===== src/rtl/motor_cmd_sequencer_if.sv =====
`default_nettype none
// ============================================================================
// Module      : motor_cmd_sequencer_if
// Description : Command channel between a motion controller and the motor
//               command sequencer. Valid/ready handshake carrying a duty
//               magnitude and a direction.
//               master : drives cmd_valid, cmd_duty, cmd_dir; sees cmd_ready
//               slave  : sees cmd_valid, cmd_duty, cmd_dir; drives cmd_ready
// Revision    : 1.0 - initial release
// ============================================================================
interface motor_cmd_sequencer_if #(
    parameter int DUTY_WIDTH = 10
);
    logic                  cmd_valid;
    logic                  cmd_ready;
    logic [DUTY_WIDTH-1:0] cmd_duty;
    logic                  cmd_dir;

    modport master (
        output cmd_valid,
        output cmd_duty,
        output cmd_dir,
        input  cmd_ready
    );

    modport slave (
        input  cmd_valid,
        input  cmd_duty,
        input  cmd_dir,
        output cmd_ready
    );
endinterface
`default_nettype wire


===== src/rtl/motor_cmd_sequencer.sv =====
`default_nettype none
// ============================================================================
// Module      : motor_cmd_sequencer
// Description : Turns duty/direction commands into a rate-limited drive for a
//               BLDC driver. Reversals brake to zero, coast for a dwell time,
//               then ramp back up. Includes a command watchdog and a driver
//               fault trap.
// Ports       : clk          - clock, rising edge
//               rst_n        - asynchronous active-low reset
//               cmd          - command channel (slave side)
//               drv_fault    - fault flag from the BLDC driver
//               clear_fault  - one-cycle request to leave FAULT
//               drv_en       - driver enable
//               drv_duty     - duty to the driver
//               drv_dir      - direction to commutation logic
//               wd_timeout   - sticky watchdog-expired flag
//               fault_count  - saturating count of FAULT entries
//               busy         - state is not IDLE
// Revision    : 1.0 - initial release
// ============================================================================
module motor_cmd_sequencer #(
    parameter int          DUTY_WIDTH      = 10,
    parameter int unsigned MAX_DUTY        = 'h3FF,
    parameter int unsigned RAMP_STEP       = 8,
    parameter int unsigned RAMP_DIV        = 32,
    parameter int unsigned REVERSE_DWELL   = 1024,
    parameter int unsigned WATCHDOG_CYCLES = 65535
) (
    input  wire logic                  clk,
    input  wire logic                  rst_n,
    motor_cmd_sequencer_if.slave       cmd,
    input  wire logic                  drv_fault,
    input  wire logic                  clear_fault,
    output logic                       drv_en,
    output logic [DUTY_WIDTH-1:0]      drv_duty,
    output logic                       drv_dir,
    output logic                       wd_timeout,
    output logic [3:0]                 fault_count,
    output logic                       busy
);

    localparam int c_pw   = (RAMP_DIV > 1) ? $clog2(RAMP_DIV) : 1;
    localparam int c_dw_w = (REVERSE_DWELL > 1) ? $clog2(REVERSE_DWELL) : 1;
    localparam int c_wd_w = $clog2(WATCHDOG_CYCLES + 1);

    localparam logic [DUTY_WIDTH-1:0] c_max_duty   = DUTY_WIDTH'(MAX_DUTY);
    localparam logic [DUTY_WIDTH:0]   c_step       = (DUTY_WIDTH+1)'(RAMP_STEP);
    localparam logic [c_pw-1:0]       c_presc_last = c_pw'(RAMP_DIV - 1);
    localparam logic [c_dw_w-1:0]     c_dwell_last = c_dw_w'(REVERSE_DWELL - 1);
    localparam logic [c_wd_w-1:0]     c_wd_limit   = c_wd_w'(WATCHDOG_CYCLES);

    typedef enum logic [2:0] {
        S_IDLE  = 3'd0,
        S_RAMP  = 3'd1,
        S_HOLD  = 3'd2,
        S_BRAKE = 3'd3,
        S_DWELL = 3'd4,
        S_FAULT = 3'd5
    } state_t;

    state_t                  state_q,       state_d;
    logic [c_pw-1:0]         presc_q,       presc_d;
    logic [c_dw_w-1:0]       dwell_q,       dwell_d;
    logic [c_wd_w-1:0]       wd_q,          wd_d;
    logic [DUTY_WIDTH-1:0]   target_duty_q, target_duty_d;
    logic                    target_dir_q,  target_dir_d;
    logic                    drv_en_q,      drv_en_d;
    logic [DUTY_WIDTH-1:0]   drv_duty_q,    drv_duty_d;
    logic                    drv_dir_q,     drv_dir_d;
    logic                    wd_timeout_q,  wd_timeout_d;
    logic [3:0]              fault_count_q, fault_count_d;

    logic                    w_accept;
    logic                    w_tick;
    logic                    w_active;
    logic                    w_fault;
    logic                    w_wd_expire;
    logic [DUTY_WIDTH-1:0]   w_cmd_duty;
    logic [DUTY_WIDTH-1:0]   w_goal;
    logic                    w_up;
    logic [DUTY_WIDTH-1:0]   w_dist;
    logic [DUTY_WIDTH-1:0]   w_mag;
    logic [DUTY_WIDTH-1:0]   w_stepped;

    assign cmd.cmd_ready = (state_q != S_FAULT);
    assign w_accept      = cmd.cmd_valid && cmd.cmd_ready;
    assign w_tick        = (presc_q == c_presc_last);
    // Supervised states: fault trapping and the watchdog only apply here.
    assign w_active      = (state_q != S_IDLE) && (state_q != S_FAULT);
    assign w_fault       = drv_fault && w_active;
    assign w_wd_expire   = (wd_q == c_wd_limit) && w_active;
    assign w_cmd_duty    = (cmd.cmd_duty > c_max_duty) ? c_max_duty : cmd.cmd_duty;

    // One ramp step toward the goal; the magnitude is capped by the remaining
    // distance so the duty lands exactly on the goal and never wraps.
    assign w_goal    = (state_q == S_BRAKE) ? '0 : target_duty_q;
    assign w_up      = (w_goal > drv_duty_q);
    assign w_dist    = w_up ? (w_goal - drv_duty_q) : (drv_duty_q - w_goal);
    assign w_mag     = ({1'b0, w_dist} > c_step) ? c_step[DUTY_WIDTH-1:0] : w_dist;
    assign w_stepped = w_up ? (drv_duty_q + w_mag) : (drv_duty_q - w_mag);

    always_comb begin
        state_d       = state_q;
        presc_d       = w_tick ? '0 : (presc_q + c_pw'(1));
        dwell_d       = '0;
        wd_d          = wd_q;
        target_duty_d = target_duty_q;
        target_dir_d  = target_dir_q;
        drv_en_d      = drv_en_q;
        drv_duty_d    = drv_duty_q;
        drv_dir_d     = drv_dir_q;
        wd_timeout_d  = wd_timeout_q;
        fault_count_d = fault_count_q;

        if (w_accept || !w_active) begin
            wd_d = '0;
        end else if (wd_q != c_wd_limit) begin
            wd_d = wd_q + c_wd_w'(1);
        end

        // A fresh command wins over a simultaneous watchdog expiry.
        if (w_accept) begin
            target_duty_d = w_cmd_duty;
            target_dir_d  = cmd.cmd_dir;
            wd_timeout_d  = 1'b0;
        end else if (w_wd_expire) begin
            target_duty_d = '0;
            wd_timeout_d  = 1'b1;
        end

        case (state_q)
            S_IDLE: begin
                drv_en_d   = 1'b0;
                drv_duty_d = '0;
                if (target_duty_q != '0) begin
                    drv_dir_d = target_dir_q;
                    drv_en_d  = 1'b1;
                    state_d   = S_RAMP;
                end
            end
            S_RAMP: begin
                if ((target_duty_q == '0) && (drv_duty_q == '0)) begin
                    drv_en_d = 1'b0;
                    state_d  = S_IDLE;
                end else if (target_dir_q != drv_dir_q) begin
                    state_d = S_BRAKE;
                end else if (drv_duty_q == target_duty_q) begin
                    state_d = S_HOLD;
                end else if (w_tick) begin
                    drv_duty_d = w_stepped;
                end
            end
            S_HOLD: begin
                if (target_dir_q != drv_dir_q) begin
                    state_d = S_BRAKE;
                end else if (target_duty_q != drv_duty_q) begin
                    state_d = S_RAMP;
                end
            end
            S_BRAKE: begin
                if (drv_duty_q == '0) begin
                    drv_en_d = 1'b0;
                    state_d  = S_DWELL;
                end else if (w_tick) begin
                    drv_duty_d = w_stepped;
                end
            end
            S_DWELL: begin
                drv_en_d = 1'b0;
                // Direction flips only here and in IDLE, both with the bridge
                // disabled and the duty at zero.
                if (dwell_q == c_dwell_last) begin
                    drv_dir_d = target_dir_q;
                    if (target_duty_q != '0) begin
                        drv_en_d = 1'b1;
                        state_d  = S_RAMP;
                    end else begin
                        state_d  = S_IDLE;
                    end
                end else begin
                    dwell_d = dwell_q + c_dw_w'(1);
                end
            end
            S_FAULT: begin
                drv_en_d   = 1'b0;
                drv_duty_d = '0;
                if (clear_fault && !drv_fault) begin
                    state_d = S_IDLE;
                end
            end
            default: begin
                state_d = S_IDLE;
            end
        endcase

        // A driver fault overrides everything else decided this cycle.
        if (w_fault) begin
            state_d       = S_FAULT;
            drv_en_d      = 1'b0;
            drv_duty_d    = '0;
            target_duty_d = '0;
            dwell_d       = '0;
            if (fault_count_q != 4'hF) begin
                fault_count_d = fault_count_q + 4'd1;
            end
        end
    end

    always_ff @(posedge clk or negedge rst_n) begin
        if (!rst_n) begin
            state_q       <= S_IDLE;
            presc_q       <= '0;
            dwell_q       <= '0;
            wd_q          <= '0;
            target_duty_q <= '0;
            target_dir_q  <= 1'b0;
            drv_en_q      <= 1'b0;
            drv_duty_q    <= '0;
            drv_dir_q     <= 1'b0;
            wd_timeout_q  <= 1'b0;
            fault_count_q <= 4'd0;
        end else begin
            state_q       <= state_d;
            presc_q       <= presc_d;
            dwell_q       <= dwell_d;
            wd_q          <= wd_d;
            target_duty_q <= target_duty_d;
            target_dir_q  <= target_dir_d;
            drv_en_q      <= drv_en_d;
            drv_duty_q    <= drv_duty_d;
            drv_dir_q     <= drv_dir_d;
            wd_timeout_q  <= wd_timeout_d;
            fault_count_q <= fault_count_d;
        end
    end

    assign drv_en      = drv_en_q;
    assign drv_duty    = drv_duty_q;
    assign drv_dir     = drv_dir_q;
    assign wd_timeout  = wd_timeout_q;
    assign fault_count = fault_count_q;
    assign busy        = (state_q != S_IDLE);

endmodule
`default_nettype wire


===== src/flat_wrapper.sv =====
// flat-port wrapper written by rule: the top's interface ports become plain ports
module motor_cmd_sequencer_flat 
#(
    parameter int          DUTY_WIDTH      = 10,
    parameter int unsigned MAX_DUTY        = 'h3FF,
    parameter int unsigned RAMP_STEP       = 8,
    parameter int unsigned RAMP_DIV        = 32,
    parameter int unsigned REVERSE_DWELL   = 1024,
    parameter int unsigned WATCHDOG_CYCLES = 65535
)
  (clk, rst_n, drv_fault, clear_fault, drv_en, drv_duty, drv_dir, wd_timeout, fault_count, busy, cmd_cmd_valid, cmd_cmd_duty, cmd_cmd_dir, cmd_cmd_ready);
  motor_cmd_sequencer_if #(.DUTY_WIDTH(DUTY_WIDTH)) cmd_i ();
  input  wire logic clk;
  input  wire logic rst_n;
  input  wire logic drv_fault;
  input  wire logic clear_fault;
  output logic drv_en;
  output logic [DUTY_WIDTH-1:0] drv_duty;
  output logic drv_dir;
  output logic wd_timeout;
  output logic [3:0] fault_count;
  output logic busy;
  input wire logic [$bits(cmd_i.cmd_valid)-1:0] cmd_cmd_valid;
  input wire logic [$bits(cmd_i.cmd_duty)-1:0] cmd_cmd_duty;
  input wire logic [$bits(cmd_i.cmd_dir)-1:0] cmd_cmd_dir;
  output wire logic [$bits(cmd_i.cmd_ready)-1:0] cmd_cmd_ready;
  assign cmd_i.cmd_valid = cmd_cmd_valid;
  assign cmd_i.cmd_duty = cmd_cmd_duty;
  assign cmd_i.cmd_dir = cmd_cmd_dir;
  assign cmd_cmd_ready = cmd_i.cmd_ready;
  motor_cmd_sequencer #(.DUTY_WIDTH(DUTY_WIDTH), .MAX_DUTY(MAX_DUTY), .RAMP_STEP(RAMP_STEP), .RAMP_DIV(RAMP_DIV), .REVERSE_DWELL(REVERSE_DWELL), .WATCHDOG_CYCLES(WATCHDOG_CYCLES)) u_core (.clk(clk), .rst_n(rst_n), .cmd(cmd_i), .drv_fault(drv_fault), .clear_fault(clear_fault), .drv_en(drv_en), .drv_duty(drv_duty), .drv_dir(drv_dir), .wd_timeout(wd_timeout), .fault_count(fault_count), .busy(busy));
endmodule

===== config.mk =====
export PLATFORM = sky130hd
export DESIGN_NAME = motor_cmd_sequencer_flat
export DESIGN_NICKNAME = d
export VERILOG_FILES = /design/src/rtl/motor_cmd_sequencer_if.sv /design/src/rtl/motor_cmd_sequencer.sv /design/src/flat_wrapper.sv
export SDC_FILE = /design/constraint.sdc
export NUM_CORES = 1
export LEC_CHECK = 0
export ABC_AREA = 0
export CELL_PAD_IN_SITES_DETAIL_PLACEMENT = 1
export CELL_PAD_IN_SITES_GLOBAL_PLACEMENT = 2
export CORE_AREA = 2 2 115 117
export CTS_CLUSTER_SIZE = 20
export DETAILED_ROUTE_END_ITERATION = 8
export DIE_AREA = 0 0 117 119
export GPL_TIMING_DRIVEN = 0
export HOLD_SLACK_MARGIN = 0.15
export MAX_ROUTING_LAYER = met4
export PLACE_DENSITY_LB_ADDON = 0.1
export SYNTH_ARGS = -nofsm -noshare
export SYNTH_HDL_FRONTEND = slang
export SYNTH_SLANG_ARGS = --single-unit

===== constraint.sdc =====
create_clock -name clk -period 7.8 [get_ports clk]
set_clock_uncertainty 0.15 [all_clocks]
set_input_delay 1.56 -clock clk [delete_from_list [all_inputs] [get_ports clk]]
set_output_delay 1.56 -clock clk [all_outputs]
set_load 0.01 [all_outputs]

==> results.ini <==
[outcome]
status=complete, no violations

[global_route]
grtUsageTotal_pct=20.89
met1_usage_pct=27.01
antenna_found_initial=0
grt-ovfl-total=0
grtUsageMet3_pct=3.511
grt-busiest-layer=met2
grt_pass1_vias=4219
grt_pass1_wl_um=21860
grt_util_met2_pct=33.45
grt_start_max_net_pins=63

[clock_tree]
cts_htree_levels=3
cts_tree=built
numCtsBuffers=9
root_buffer=clkbuf_16
post_cts_buffers=0
clockBufferDepth=2
clock-sinks=62
clock_latency_ps=340
clk_pin_slew_ps=60

[setup_path]
crit_type=reg2reg
path_max_fanout=10
worst-endpoint-required_ps=7850
cp-start-kind=flip-flop
worstSetupEndpointType=flip-flop
critPathSlowestCell=fa_1
max_stage_delay_ps=410
reg2reg_from=u_core.state_q[0]
critPathLaunch=u_core.state_q[0]
cp_data_arrival_time_ps=7120

[place]
dp_hpwl_um=10170
pre_cts_slack_ps=623.4
placed_cells=732
place_congestion=0.8075
numPortBuffers=34
post_dp_cell_area_um2=5171

[synthesis]
synth.distinct_cells=62
synth_ff_type=dfrtp_1
syn_nets=575
yosysWarnings=0
yosysSeqAreaShare_pct=33.63
synthCells=522
synth_seq_cells=62
syn_area_um2=4613
ys_async_sr_fraction_pct=100.0
yosysTopAreaCellShare_pct=33.63
synth_area_leader_cell=dfrtp_1
syn_area_per_cell_um2=8.837
synth-edff-count=0
synthTopCellsByArea=dfrtp_1 34%, ha_1 9.2%, xor2_1 5.3%

[timing]
setup_viol=0
setup_tns_ps=0
relSlewSlack_pct=41.47
worst_hold_slack_ps=321.0
fmax_ghz=0.1414
fin_crit_ps=7074
fin_crit_sh_pct=90.69
hold_viol=0
grt_setup_unrepaired=false
finalMaxSlewViolations=0
max_slew.worst_pin.slew_ps=872.1
setup_ws_ps=726.4

[die]
die_h_um=119
io_pins=35
start_util_pct=35.83
die-area_um2=13920
row_count=42
die_w_um=117
coreArea_um2=12870

[route]
viasPerCell=5.257
vias=3932
drcViolationCount=0
wl_per_cell_um=17.62
routed_wl_um=13180
antenna_left=0
first_pass_iters=4
dr.first_iter.drc_count=116

[final_layout]
layout_commonest_cell=dfrtp_1
num_antenna_cells=0
finalInstanceArea_um2=5530
layout-drive-gt1-share_pct=7.343
fin_util_pct=42.95
layout.cells.non_filler=748
mostFrequentLayoutCells=62 x dfrtp_1, 51 x nor2_1, 44 x nand2_1
fill_cells=1498
area_delta_synth_final_pct=19.88
finalNetCount=620

[pwr]
ir_drop_mv=0.1644
power.density_nw_per_um2=470.4
finalPower_mw=2.601
power.leakage_nw=2.430

[hold_path]
holdCritPathClass=reg2reg
hold_start=u_core.presc_q[0]

[flow_run]
drv_cap=0

routing by layer:
layer / vias up / routed length [um] / share of wire [%]
met5: - / 0 / 0
met4: 0 / 250 / 1.9
met3: 19 / 306 / 2.3
met2: 51 / 6410 / 49
met1: 1919 / 6215 / 47
li1: 1943 / - / -
power breakdown:
| group | switching, mW | internal (mW) | total, mW |
|---|---|---|---|
| combinational | 0.968 | 0.688 | 1.66 |
| clock | 0.162 | 0.317 | 0.480 |
| sequential | 0.0819 | 0.384 | 0.466 |
state kept, by name (all words and copies together) (netlist names):
signal                cells
u_core.drv_en             1
u_core.drv_duty          10
u_core.state_q            3
u_core.target_dir_q       1
u_core.dwell_q           10
u_core.presc_q            5
u_core.drv_dir            1
u_core.fault_count        4
u_core.target_duty_q     10
u_core.wd_timeout         1
u_core.wd_q              16
final cells by class:
class / count / area (um^2) / share of cell area (%)
Multi-Input combinational cell: 411 / 2858 / 51.67
Sequential cell: 62 / 1551 / 28.05
Timing Repair Buffer: 34 / 337.8 / 6.109
Clock buffer: 9 / 225.2 / 4.072
Tap cell: 176 / 220.2 / 3.982
Clock inverter: 7 / 127.6 / 2.308
Buffer: 21 / 105.1 / 1.900
Inverter: 28 / 105.1 / 1.900
repair_timing:
item / in CTS / in global routing
setup endpoints to repair: 0 / 1
hold buffers: 0 / 0
resized for setup: 0 / 1
critical path: cells and delay by family (launching register included):
kind	cells	cell delay, ps
and+or+nand+nor	9	1830
DFF	1	340
buffers and inverters	4	840
AOI/OAI and AO/OA	8	1790
adders and majority gates	4	1190
muxes	3	770
cells in the mapped netlist (4+ instances only):
cell type  count
a21o_1         9
a21oi_1       26
a22o_1        12
and3_1         5
buf_2          6
clkbuf_1      12
dfrtp_1       62
ha_1          34
inv_1         28
mux2_2         4
mux2i_1        4
nand2_1       44
nand2b_1       7
nand3_1       25
nand4_1        9
nor2_1        51
nor2b_1        9
nor3_1        10
nor4_1         7
o211ai_1       4
o21a_1         6
o21ai_0       32
or3_1          6
xnor2_1       20
xor2_1        28
logic make-up after synthesis:
logic type,synth area share (%)
flops,33.63
buf+inv,4.557
compound gates,18.25
mux,2.332
simple gates,21.59
fa+ha+maj,10.52
xor+xnor,9.113
final timing paths:
path,endpoint,slack [ps],cells past startpoint
max,u_core.drv_duty[9],730,28
min,u_core.presc_q[0],320,1
max reg2reg,u_core.drv_duty[9],730,28
min reg2reg,u_core.presc_q[0],320,1
max in group asynchronous,u_core.drv_duty[6],5780,1
min in group asynchronous,u_core.wd_q[10],1150,1
No activity file was read; power rests on OpenSTA's default activity.
